## src/rtl/rsa_seq_ctrl.sv

```systemverilog
// Sequencer for one systolic-array matrix product: operand load, pipeline wait, result drain.
// Optional macro RSA_SEQ_ABORT_EN adds an abort input that returns the sequencer to IDLE.
module rsa_seq_ctrl #(
  parameter int X          = 3,
  parameter int N          = 4,
  parameter int Y          = 3,
  parameter int ADDR_WIDTH = 2,
  parameter int CNT_W      = 8
) (
  input  logic                  clk,
  input  logic                  sys_rst,
  input  logic                  start,
`ifdef RSA_SEQ_ABORT_EN
  input  logic                  abort,
`endif
  input  logic                  out_ready,
  output logic                  Xin_val,
  output logic [X-1:0]          x_row_sel,
  output logic [ADDR_WIDTH-1:0] x_addr,
  output logic                  Yin_val,
  output logic [Y-1:0]          y_col_sel,
  output logic [ADDR_WIDTH-1:0] y_addr,
  output logic                  out_val,
  output logic [X-1:0]          out_row_sel,
  output logic [Y-1:0]          out_col_sel,
  output logic                  busy,
  output logic                  done
);

  typedef enum logic [2:0] {IDLE, LOAD, CALC, DRAIN, DONE} state_t;

  localparam int                    LOAD_LEN = ((X > Y) ? X : Y) * N;
  localparam logic [CNT_W-1:0]      L_CYC    = CNT_W'(LOAD_LEN);
  localparam logic [CNT_W-1:0]      C_CYC    = CNT_W'(X + Y + N - 2);
  localparam logic [ADDR_WIDTH-1:0] K_LAST   = ADDR_WIDTH'(N - 1);

  state_t                  state_q, state_d;
  logic [CNT_W-1:0]        cnt_q, cnt_d;
  logic                    xval_q, xval_d, yval_q, yval_d;
  logic [X-1:0]            xsel_q, xsel_d;
  logic [Y-1:0]            ysel_q, ysel_d;
  logic [ADDR_WIDTH-1:0]   xaddr_q, xaddr_d, yaddr_q, yaddr_d;
  logic                    oval_q, oval_d;
  logic [X-1:0]            orow_q, orow_d;
  logic [Y-1:0]            ocol_q, ocol_d;
  logic                    busy_q, busy_d, done_q, done_d;
  logic                    abort_w;

`ifdef RSA_SEQ_ABORT_EN
  assign abort_w = abort;
`else
  assign abort_w = 1'b0;
`endif

  always_comb begin
    state_d = state_q;
    cnt_d   = cnt_q;
    xval_d  = xval_q;
    xsel_d  = xsel_q;
    xaddr_d = xaddr_q;
    yval_d  = yval_q;
    ysel_d  = ysel_q;
    yaddr_d = yaddr_q;
    oval_d  = oval_q;
    orow_d  = orow_q;
    ocol_d  = ocol_q;
    busy_d  = busy_q;
    done_d  = 1'b0;
    case (state_q)
      IDLE: begin
        if (start) begin
          state_d = LOAD;
          cnt_d   = CNT_W'(1);
          xval_d  = 1'b1;
          xsel_d  = X'(1);
          xaddr_d = '0;
          yval_d  = 1'b1;
          ysel_d  = Y'(1);
          yaddr_d = '0;
          busy_d  = 1'b1;
        end
      end
      LOAD: begin
        if (cnt_q == L_CYC) begin
          state_d = CALC;
          cnt_d   = CNT_W'(1);
          xval_d  = 1'b0;
          xsel_d  = '0;
          xaddr_d = '0;
          yval_d  = 1'b0;
          ysel_d  = '0;
          yaddr_d = '0;
        end else begin
          cnt_d = cnt_q + CNT_W'(1);
          // Each stream walks k within a row/column, rotating the select on the k wrap.
          if (xval_q) begin
            if (xaddr_q != K_LAST) begin
              xaddr_d = xaddr_q + ADDR_WIDTH'(1);
            end else if (xsel_q[X-1]) begin
              xval_d  = 1'b0;
              xsel_d  = '0;
              xaddr_d = '0;
            end else begin
              xsel_d  = xsel_q << 1;
              xaddr_d = '0;
            end
          end
          if (yval_q) begin
            if (yaddr_q != K_LAST) begin
              yaddr_d = yaddr_q + ADDR_WIDTH'(1);
            end else if (ysel_q[Y-1]) begin
              yval_d  = 1'b0;
              ysel_d  = '0;
              yaddr_d = '0;
            end else begin
              ysel_d  = ysel_q << 1;
              yaddr_d = '0;
            end
          end
        end
      end
      CALC: begin
        if (cnt_q == C_CYC) begin
          state_d = DRAIN;
          cnt_d   = '0;
          oval_d  = 1'b1;
          orow_d  = X'(1);
          ocol_d  = Y'(1);
        end else begin
          cnt_d = cnt_q + CNT_W'(1);
        end
      end
      DRAIN: begin
        if (out_ready) begin
          if (!ocol_q[Y-1]) begin
            ocol_d = ocol_q << 1;
          end else if (!orow_q[X-1]) begin
            ocol_d = Y'(1);
            orow_d = orow_q << 1;
          end else begin
            state_d = DONE;
            oval_d  = 1'b0;
            orow_d  = '0;
            ocol_d  = '0;
            done_d  = 1'b1;
          end
        end
      end
      DONE: begin
        state_d = IDLE;
        busy_d  = 1'b0;
      end
      default: state_d = IDLE;
    endcase
    // Abort wins over everything, including a start seen in IDLE.
    if (abort_w) begin
      state_d = IDLE;
      cnt_d   = '0;
      xval_d  = 1'b0;
      xsel_d  = '0;
      xaddr_d = '0;
      yval_d  = 1'b0;
      ysel_d  = '0;
      yaddr_d = '0;
      oval_d  = 1'b0;
      orow_d  = '0;
      ocol_d  = '0;
      busy_d  = 1'b0;
      done_d  = 1'b0;
    end
  end

  always_ff @(posedge clk) begin
    if (sys_rst) begin
      state_q <= IDLE;
      cnt_q   <= '0;
      xval_q  <= 1'b0;
      xsel_q  <= '0;
      xaddr_q <= '0;
      yval_q  <= 1'b0;
      ysel_q  <= '0;
      yaddr_q <= '0;
      oval_q  <= 1'b0;
      orow_q  <= '0;
      ocol_q  <= '0;
      busy_q  <= 1'b0;
      done_q  <= 1'b0;
    end else begin
      state_q <= state_d;
      cnt_q   <= cnt_d;
      xval_q  <= xval_d;
      xsel_q  <= xsel_d;
      xaddr_q <= xaddr_d;
      yval_q  <= yval_d;
      ysel_q  <= ysel_d;
      yaddr_q <= yaddr_d;
      oval_q  <= oval_d;
      orow_q  <= orow_d;
      ocol_q  <= ocol_d;
      busy_q  <= busy_d;
      done_q  <= done_d;
    end
  end

  assign Xin_val     = xval_q;
  assign x_row_sel   = xsel_q;
  assign x_addr      = xaddr_q;
  assign Yin_val     = yval_q;
  assign y_col_sel   = ysel_q;
  assign y_addr      = yaddr_q;
  assign out_val     = oval_q;
  assign out_row_sel = orow_q;
  assign out_col_sel = ocol_q;
  assign busy        = busy_q;
  assign done        = done_q;

endmodule

```

## config.mk

```make
export PLATFORM = sky130hd
export DESIGN_NAME = rsa_seq_ctrl
export DESIGN_NICKNAME = d
export VERILOG_FILES = /design/src/rtl/rsa_seq_ctrl.sv
export SDC_FILE = /design/constraint.sdc
export NUM_CORES = 1
export LEC_CHECK = 0
export CORE_MARGIN = 2
export CORE_UTILIZATION = 57
export CTS_BUF_LIST = sky130_fd_sc_hd__clkbuf_4 sky130_fd_sc_hd__clkbuf_8 sky130_fd_sc_hd__clkbuf_16
export DETAILED_ROUTE_END_ITERATION = 10
export PLACE_DENSITY = 0.83
export SETUP_SLACK_MARGIN = 0.02
export SYNTH_ARGS = -nofsm -noshare
export SYNTH_HDL_FRONTEND = slang
export SYNTH_SLANG_ARGS = --single-unit
```

## constraint.sdc

```tcl
create_clock -name clk -period 5.15 [get_ports clk]
set_input_delay 1.03 -clock clk [delete_from_list [all_inputs] [get_ports clk]]
set_output_delay 1.03 -clock clk [all_outputs]
set_load 0.005 [all_outputs]
```

Yosys cells after proc, flatten, opt, wreduce, memory -nomap -nowiden
Index checks and enable logic that the tools add are counted.

Output and inout bits: 21. Logic and storage cells: 111. Bits of input ports: 4. Flip-flop bits (word level): 32.

Multiplexer cells: 57. Add/sub/neg operators: 3. Equality and inequality tests: 18. Bitwise gates (word level): 3. Reduce and logical (&&, ||, !) cells: 17.

Operators with widths (number): $mux 3 (20); $mux 8 (3); $pmux 3 s2 (4); $pmux 8 s3 (1); $eq 8x4->1 const B (2); $ne 2x2->1 const B (8); $mux 1 (15); $mux 2 (7); $ne 3x3->1 const B (4); $pmux 3 s4 (1); $reduce_and 4->1 (3); $reduce_and 3->1 (3); $add 8x1->8 const B (1); $pmux 1 s2 (4); $pmux 2 s2 (2); $eq 3x2->1 const B (2); $reduce_and 2->1 (3); $reduce_and 6->1 (1); $reduce_bool 2->1 (3); $reduce_and 5->1 (1); $add 2x1->2 const B (2); $reduce_or 4->1 (1); $eq 3x1->1 const B (1); $eq 3x3->1 const B (1); other kinds (3) (5).

Logic depth before layout (Yosys ltp)
Gate-level depths: netlist of run 1.

Word-level depth: 5. Gate-level depth with buffers: 8. Mapped depth without buffers: 7.

Worst setup path before layout of run 1
OpenSTA, ideal clock, no wires.

Path type: input to register. From: in start. To: reg xsel_q[1], in the netlist x_row_sel[1]. Arrival: 1.976 ns. Library setup time: 0.128 ns. Path slack: 3.046 ns. Required time: 5.022 ns. Path buffers: 1. Stages: 6. Path through: or4b_1 -> buf_4 -> nand2_2 -> o31ai_4 -> a22oi_1 -> nor2_1.

Cells in the longest elaborated chain, start to end: 2.

RTL lines: from (decl) (line 12) `input logic start,`; $ne 2x2->1 (no line); $reduce_and 4->1 (no line); to (signal assigned) (line 192) `xsel_q <= xsel_d;`; to (decl) (line 40) `logic [X-1:0] xsel_q, xsel_d;`.

Every way passes these cells. A chain may end at the register's enable or synchronous reset.

Final worst setup path of run 1
Ends and elaborated chain as after synthesis.

==> metrics.md, run 1 <==
| Metric | Value |
|---|---|
| Netlist cell types | 48 |
| Synthesized area | 1683 sq um |
| FF/Latch Area | roughly 640 sq um |
| DR pass1 iterations | 4 |
| Top-Level Pins | 25 |
| Layout cells sized above 1 | under 10% |
| Clock Path Buffers | 2 |
| CP Launch Type | input port |
| Via count | approximately 1600 |
| Hold buffer count at cts | 0 |
| Top_reg_cell synth | dfxtp_1 |
| RSZ-0062 raised after global routing | no |
| Setup TNS | 0 ns |
| Tcrit/Tclk final | between 50 and 60% |
| Final setup violation count | 0 |
| Total of max-cap violations | 0 |
| Final Hold Vio Count | 0 |
| Clock skew | around 0.013 ns |
| Number of diodes | 0 |
| Row Count | 19 |
| Kind of end point of the critical path | flip-flop |
| First-pass GRT wire length | 6037 microns |
| Placed insts | 244 |
| H-tree depth | 2 |
| Asr flop ratio synth | 0% |
| Die H | slightly below 60 microns |
| Die footprint | 3403 sq um |
| Sequential share of the synthesized area | roughly two fifths |
| Hold crit path type | flip-flop to flip-flop |
| Overall die width | 58.34 microns |
| GP Congestion | 0.8042 |
| Post-CTS sizing | 0 |
| F_max | between 0.3 and 0.4 GHz |
| Initial antenna violation count | 0 |
| WP data required | around 5.3 ns |
| Most common cell after layout, fill and taps aside | dfxtp_1 |
| Number of nets in the layout | 228 |
| Clk sinks | 32 |
| Syn-to-layout area delta | 17.17% |
| Core footprint | 2781 sq um |
| Post-Syn Instances | approximately 200 |
| Fillers | around 230 |
| Routed len/inst | approximately 15 microns |
| DR WL met3 | around 190 microns |
| Most frequent cells in the layout | dfxtp_1 (32), a21oi_1 (31), clkdlybuf4s50_1 (24) |
| Total GRT Usage | approximately 23% |
| TritonCTS Buffers | 5 |
| 1st-iter DRT viols | between 80 and 90 |
| Largest net degree at the start of global routing | 34 |
| Post CTS Setup Buffer Count | 0 |
| Root Driver | clkbuf_4 |
| EDFF count, synth | 0 |
| Clk_lat worst skew | 0.34 ns |
| Initial core utilization | approximately 61% |
| Worst-path fanout max | 9 |
| Leakage | just under 0.7 nW |
| CTS tree | built |
| Post-DP HPWL | ~2600 microns |
| Worst Path Arrival | 2.83 ns |
| Max Slew Vio Count | 0 |
| Non-filler cells in the finished layout | about 250 |
| Slew headroom | a little under a quarter |
| Area of the multi-input gates | between 900 and 1000 sq um |
| ANT nets after route | 0 |
| Syn_area_per_cell | between 8 and 9 sq um |
| Shortest period the worst path allows | about 2.6 ns |
| DRC | 0 |
| Warnings, synthesis | 0 |
| Post-Route WL | roughly 3700 microns |
| Met2 wire len | between 1500 and 2000 microns |
| Peak VDD IR | between 0.0002 and 0.0003 V |
| Flops & latches, synth | 32 |
| Via-to-Cell Ratio | 6.179 |
| Tot Pwr | approximately 750 uW |
| Worst-path clk slew | about 0.10 ns |
| Vias in the first global route | about 1400 |
| Worst Max-Slew Pin Slew | approximately 1.1 ns |
| Status | completed |
| WL met1 | 1647 microns |
| Syn Nets | about 210 |
| Number of port buffers | 24 |
| Gr ovfl total | 0 |
| Highest routed layer | met4 |
| Worst Setup Path Type | input port to flip-flop |
| Power Density | between 300 and 400 nW/um^2 |
==> per-layer routing <==
layer / vias up / GRT usage (%)
li1: 772 / -
met1: 729 / 27.74
met2: 50 / 37.56
met3: 6 / 7.033
met4: 0 / 10.30
met5: - / 0
==> kinds of logic (layout without fill, tap and decap cells) <==
logic type      Yosys count  in the layout  synth area share [%]
compound gates           67             67                 25.58
fa+ha+maj                 4              4                 2.974
buf+inv                  17             37                 5.279
flops                    32             32                 38.07
mux                       2              2                 1.190
simple gates             79             79                 26.91
==> power by group <==
part           internal [mW]  total (mW)  leakage, nW  switching (mW)
Combinational          0.110       0.248        0.367           0.138
Clock                  0.107       0.192       0.0456          0.0855
Sequential             0.274       0.314        0.260          0.0406
Total                  0.491       0.755        0.673           0.264
==> Yosys cell counts (all sizes together), types with 5 or more instances <==
cell	number	share of area (%)
inv	5	1.1
a31oi	5	1.9
a21oi	31	9.2
buf	6	2.8
nor2	18	4.2
dfxtp	32	38
clkbuf	6	1.3
nand3	11	3.3
nand2	16	3.7
o21ai	11	3.7
==> registers in the layout (all words and copies together) (netlist names) <==
name and flops:
Xin_val 1, out_val 1, cnt_q 8, out_row_sel 3
y_addr 2, x_row_sel 3, x_addr 2, state_q 3
busy 1, Yin_val 1, out_col_sel 3, y_col_sel 3
done 1
==> worst paths after layout <==
kind	startpoint	endpoint	slack, ns	depth (start not counted)
max	start	x_row_sel[1]	2.50	6
min	out_val	out_val	0.47	2
max reg2reg	cnt_q[0]	state_q[1]	2.83	7
min reg2reg	out_val	out_val	0.47	2
==> area by class of cell <==
type,count,area share [%]
inverters,5,0.9518
flip-flops and latches,32,32.49
multi-input cells,152,48.35
repair buffers,24,12.18
clock buffers,6,2.284
clock inverters,2,1.777
well taps,31,1.967
==> critical path, stage by stage <==
cell             delay [ns]
clkdlybuf4s50_1        0.59
or4b_1                 0.66
nand2_2                0.18
o31ai_4                0.08
a22oi_1                0.22
nor2_1                 0.06
==> stage by stage <==
step	utilization [%]	area [sq um]	hold slack, ns	setup slack [ns]
2_1_floorplan	-	1683	0.4527	3.046
4_1_cts	70.90	1972	0.4813	2.559
5_1_grt	70.90	1972	0.4990	2.463
3_5_place_dp	68.02	1892	0.4623	2.193
3_3_place_gp	68.02	1892	0.4473	2.238
6_report	70.90	1972	0.4750	2.504
No activity file was read; power rests on OpenSTA's default activity.
==> run 2, diff against run 1 <==
Settings changed: CORE_UTILIZATION 57 to 48, PLACE_DENSITY 0.83 to 0.75.
Clock period 5.15 ns to 2.25 ns, I/O delays scaled along.
==> metrics.md, run 2 (synthesis results as in run 1) <==
| Metric | Value |
|---|---|
| Post-Route WL | 3631 microns (-1.7%) |
| Row Count | 21 (+2) |
| First-pass GRT wire length | 6196 microns (+2.6%) |
| Most common cell after layout, fill and taps aside | dfxtp_1 |
| Total of max-cap violations | 0 (unchanged) |
| Largest register FFs | 8 (unchanged) |
| Clock skew | 0.01147 ns (-0.001457 ns) |
| Post-DP HPWL | 2660 microns (+3.2%) |
| Shortest period the worst path allows | approximately 1.9 ns |
| ANT nets after route | 0 (unchanged) |
| Hold buffer count at cts | 0 (unchanged) |
| TritonCTS Buffers | 5 (unchanged) |
| Number of nets in the layout | 238 (+4.4%) |
| Most frequent cells in the layout | dfxtp_1 (32), a21oi_1 (31), clkdlybuf4s50_1 (24) |
| Status | completed |
| Worst Setup SP | cnt_q[6] |
| Die footprint | 3996 sq um (+17%) |
| Syn-to-layout area delta | 23.64% |
| Slew headroom | 70.66% (+47 points) |
| Largest net degree at the start of global routing | 14 (-59%) |
| Root Driver | clkbuf_4 |
| GP Congestion | 0.7956 (-1.1%) |
| Kind of end point of the critical path | flip-flop |
| Non-filler cells in the finished layout | 277 (+9.9%) |
| Worst Max-Slew Pin Slew | 0.4401 ns (-0.7002 ns) |
| Clock Path Buffers | 2 (unchanged) |
| Final setup violation count | 0 (unchanged) |
| 1st-iter DRT viols | 88 (+8.6%) |
| Slowest-stage cell, CP | and2_1 |
| Worst Path Arrival | 2.17 ns (-0.66 ns) |
| Max Slew Vio Count | 0 (unchanged) |
| Hold crit path type | flip-flop to flip-flop |
| CP top delay family | simple AND/OR/NAND/NOR gates |
| Hold WS | 0.4677 ns (-0.007287 ns) |
| Placed insts | 269 (+10%) |
| RSZ-0062 raised after global routing | no |
| Gr ovfl total | 0 (unchanged) |
| Top-Level Pins | 25 (unchanged) |
| Worst-path clk slew | 0.10 ns (about the same) |
| H-tree depth | 2 (unchanged) |
| Leakage | 0.7277 nW (+8.2%) |
| Initial antenna violation count | 0 (unchanged) |
| Total GRT Usage | 19.77% (-3.2 points) |
| Post CTS Setup Buffer Count | 0 (unchanged) |
| Final Hold Vio Count | 0 (unchanged) |
| DR pass1 iterations | 4 (unchanged) |
| Clk sinks | 32 (unchanged) |
| Peak VDD IR | 0.0004014 V (+44%) |
| Core footprint | 3363 sq um (+21%) |
| Hold Path Origin | out_val |
| CP Launch Type | flip-flop |
| Post-CTS sizing | 0 (unchanged) |
| Worst path bufs/invs | 0 (-1) |
| Tcrit/Tclk final | between 80% and 90% |
| Initial core utilization | 50.04% (-10 points) |
| Power Density | 883.6 nW/um^2 (+130%) |
| Crit-path max cell delay | 0.46 ns (-0.20 ns) |
| Final Core Density | 61.87% (-9.0 points) |
| Clk_lat worst skew | 0.34 ns (about the same) |
| Worst r2r src | cnt_q[6] |
| CTS tree | built |
| Overall die width | 63.21 microns (+8.4%) |
| Via count | 1551 (-0.39%) |
| Number of diodes | 0 (unchanged) |
| Via-to-Cell Ratio | 5.599 (-9.4%) |
| Largest Register | cnt_q |
| WP data required | 2.49 ns (-2.84 ns) |
| Setup TNS | 0 ns (unchanged) |
| Cell Chain, Critical Path | nor4_4 -> and2_1 -> nor2_2 -> and3_1 -> a32o_1 |
| Vias in the first global route | 1433 (+2.1%) |
| F_max | between 0.5 and 0.6 GHz |
| Worst Setup Path Type | flip-flop to flip-flop |
| Die H | 63.21 microns (+8.4%) |
| Worst-path fanout max | 8 (-1) |
| Layout cells sized above 1 | 13.42% (+3.9 points) |
| Fillers | 335 (+49%) |
| Number of port buffers | 24 (unchanged) |
| Routed len/inst | 13.11 microns (-11%) |
| DRC | 0 (unchanged) |
-- run 2: cell types whose count changed in the layout (fill, tap and decap cells not counted), sizes merged --
cell    delta
buf       +10
clkbuf     +1
clkinv     -1
-- run 2: per-stage QoR --
step	power [mW]	setup WS (ns)	area, sq um
after floorplan	1.156	0.6177	1683
after global placement	1.346	0.2058	1986
after detailed placement	1.358	0.1835	1986
after CTS	1.850	0.2914	2081
after global routing	1.965	0.1360	2081
final	1.839	0.3219	2081
-- run 2: final cells by class --
| cell class | instances | area, sq um | area share (%) |
|---|---|---|---|
| Multi-Input combinational cell | 152 | 953.4 | 45.82 |
| Sequential cell | 32 | 640.6 | 30.79 |
| Timing Repair Buffer | 34 | 315.3 | 15.15 |
| Clock buffer | 7 | 65.06 | 3.127 |
| Tap cell | 46 | 57.56 | 2.766 |
| Clock inverter | 1 | 30.03 | 1.443 |
| Inverter | 5 | 18.77 | 0.9020 |
-- run 2: layer usage --
layer  vias up  global-route usage (%)  routed length [microns]
met5         -                       0                        0
met4         0                   8.424                       65
met3         7                   6.964                      181
met2        39                   32.85                     1744
met1       708                   23.07                     1639
li1        797                       -                        -
-- run 2: final timing paths --
| path | endpoint | slack, ns | depth (start not counted) |
|---|---|---|---|
| hold reg to reg | out_val | 0.47 | 2 |
| setup reg to reg | y_col_sel[1] | 0.32 | 5 |
| hold / removal | out_val | 0.47 | 2 |
| setup / recovery | y_col_sel[1] | 0.32 | 5 |
-- run 2: tightest hold or removal path, cell delays in order (launching register included) --
cell and delay [ns]:
dfxtp_1 0.32, nand2_1 0.05, a21oi_1 0.06
-- run 2: power by group --
group	switching (mW)	total (mW)	internal, mW
sequential	0.0619	0.689	0.627
combinational	0.352	0.657	0.305
clock	0.198	0.493	0.295
total	0.612	1.84	1.23
==> run 3, diff against run 2 <==
Settings changed: RECOVER_POWER from default to 25.
==> metrics.md, run 3 (synthesis results as in run 1) <==
| Metric | Value |
|---|---|
| Post-CTS sizing | 0 (unchanged) |
| Hold Crit Depth | 2 (unchanged) |
| Most common cell after layout, fill and taps aside | dfxtp_1 |
| Number of nets in the layout | 238 (unchanged) |
| Peak VDD IR | 0.0004011 V (about the same) |
| Shortest period the worst path allows | 1.927 ns (-0.001433 ns) |
| WP data required | 2.51 ns (+0.02 ns) |
| Worst-path clk slew | 0.10 ns (about the same) |
| Largest net degree at the start of global routing | 14 (unchanged) |
| Setup TNS | 0 ns (unchanged) |
| Hold crit path type | flip-flop to flip-flop |
| H-tree depth | 2 (unchanged) |
| Post-DP HPWL | 2660 microns (unchanged) |
| Root Driver | clkbuf_4 |
| Clock skew | 0.01191 ns (+0.0004484 ns) |
| Fillers | 337 (+0.60%) |
| Combinational Power Share | 35.3% (-0.4 points) |
| Int Power | 1.212 mW (-1.2%) |
| Layout cells sized above 1 | 12.55% (-0.87 points) |
| Clk sinks | 32 (unchanged) |
| Reg2Reg Depth | 8 (+3) |
| DR pass1 iterations | 4 (unchanged) |
| ANT nets after route | 0 (unchanged) |
| Post-Route WL | 3654 microns (+0.63%) |
| Worst Max-Slew Pin Slew | 0.4403 ns (+0.0002545 ns) |
| Cell Chain, Critical Path | inv_1 -> ha_1 -> nor3b_2 -> and2_1 -> a31oi_1 -> buf_4 -> nand3_1 -> a31oi_1 |
| TritonCTS Buffers | 5 (unchanged) |
| Number of diodes | 0 (unchanged) |
| Top-Level Pins | 25 (unchanged) |
| F_max | 0.5190 GHz (about the same) |
| Via count | 1552 (+0.064%) |
| Hold buffer count at cts | 0 (unchanged) |
| First-pass GRT wire length | 6196 microns (unchanged) |
| RSZ-0062 raised after global routing | no |
| Total of max-cap violations | 0 (unchanged) |
| Post-placement cell area | 1986 sq um (unchanged) |
| Initial antenna violation count | 0 (unchanged) |
| Clk_lat worst skew | 0.34 ns (about the same) |
| Most frequent cells in the layout | dfxtp_1 (32), a21oi_1 (31), clkdlybuf4s50_1 (19) |
| Clock share of power | 27.0% (+0.2 points) |
| Row Count | 21 (unchanged) |
| Gr ovfl total | 0 (unchanged) |
| Syn-to-layout area delta | 23.20% |
| Initial core utilization | 50.04% (unchanged) |
| GP Congestion | 0.7956 (unchanged) |
| Seq pwr share | 37.7% (+0.2 points) |
| Vias in the first global route | 1433 (unchanged) |
| Post-route cell area | 2073 sq um (-0.36%) |
| Hold Path Origin | out_val |
| 1st-iter DRT viols | 87 (-1.1%) |
| Power Density | 879.3 nW/um^2 (-0.48%) |
| Slew headroom | 70.65% (about the same) |
| Clock Path Buffers | 2 (unchanged) |
| Status | completed |
| Crit-path max cell delay | 0.41 ns (-0.05 ns) |
| Leakage | 0.7342 nW (+0.90%) |
| Largest register FFs | 8 (unchanged) |
| Worst r2r src | cnt_q[0] |
| Largest Register | cnt_q |
| Switch share | 33.50% (+0.23 points) |
| Slowest-stage cell, CP | dfxtp_1 |
| DRC | 0 (unchanged) |
| NetSw | 610.7 uW (-0.16%) |
| CTS tree | built |
| Die H | 63.21 microns (unchanged) |
| Core footprint | 3363 sq um (unchanged) |
| Worst-path fanout max | 9 (+1) |
| Final Core Density | 61.64% (-0.22 points) |
| Die footprint | 3996 sq um (unchanged) |
| Max Slew Vio Count | 0 (unchanged) |
| Total GRT Usage | 19.77% (unchanged) |
| Worst Path Arrival | 2.19 ns (+0.02 ns) |
| Routed len/inst | 13.19 microns (+0.63%) |
| Worst Setup Path Type | flip-flop to flip-flop |
| Worst Setup SP | cnt_q[0] |
| Via-to-Cell Ratio | 5.603 (about the same) |
| Kind of end point of the critical path | flip-flop |
| Post CTS Setup Buffer Count | 0 (unchanged) |
| Overall die width | 63.21 microns (unchanged) |
| Cell repeated most along the worst path | a31oi_1 |
| Tcrit/Tclk final | 85.63% (about the same) |
| CP Launch Type | flip-flop |
| Final setup violation count | 0 (unchanged) |
| Final Hold Vio Count | 0 (unchanged) |
| Number of port buffers | 24 (unchanged) |
[run 3: cell types whose count changed in the layout (fill, tap and decap cells not counted), sizes merged]
| cell | delta |
|---|---|
| buf | -2 |
| clkbuf | +2 |
| clkdlybuf4s50 | -5 |
| dlygate4sd3 | +5 |
[run 3: metrics by stage]
step                setup WS (ns)  cells  power (mW)  hold slack, ns
floorplan                  0.6177    201       1.156          0.4527
global placement           0.2058    269       1.346          0.4529
detailed placement         0.1835    269       1.358          0.4558
CTS                        0.2914    277       1.850          0.4756
global route               0.1360    277       1.949          0.5015
finish                     0.3233    277       1.823          0.4646
[run 3: path summary, 6_finish.rpt]
check / to / slack, ns
min reg2reg: out_val / 0.46
max reg2reg: cnt_q[4] / 0.32
min: out_val / 0.46
max: cnt_q[4] / 0.32
[run 3: per-layer routing]
metal	part of all wire [%]	GRT usage (%)	routed length, microns
met5	0	0	0
met1	46	23.07	1671
met3	4.7	6.964	170
met2	48	32.85	1747
met4	1.8	8.424	65
[run 3: power by group through the flow]
stage          logic (mW)  clock network, mW  registers [mW]
3_5_place_dp        0.656                  0           0.702
5_1_grt             0.719              0.530           0.700
3_3_place_gp        0.648                  0           0.698
4_1_cts             0.659              0.502           0.689
2_1_floorplan       0.463                  0           0.692
6_report            0.643              0.492           0.688
[run 3: cell type report]
type / count / area [sq um] / area share [%]
clock buffers: 7 / 65.06 / 3.138
clock inverters: 1 / 30.03 / 1.448
inverters: 5 / 18.77 / 0.9052
multi-input cells: 152 / 953.4 / 45.99
flip-flops and latches: 32 / 640.6 / 30.90
well taps: 46 / 57.56 / 2.776
repair buffers: 34 / 307.8 / 14.85
[run 3: worst max-delay path, delay by kind of cell (launching register included)]
family | cells | cell delay (ns)
compound gates | 2 | 0.53
fa+ha+maj | 1 | 0.20
buf+inv | 2 | 0.30
flops | 1 | 0.41
simple gates | 3 | 0.40
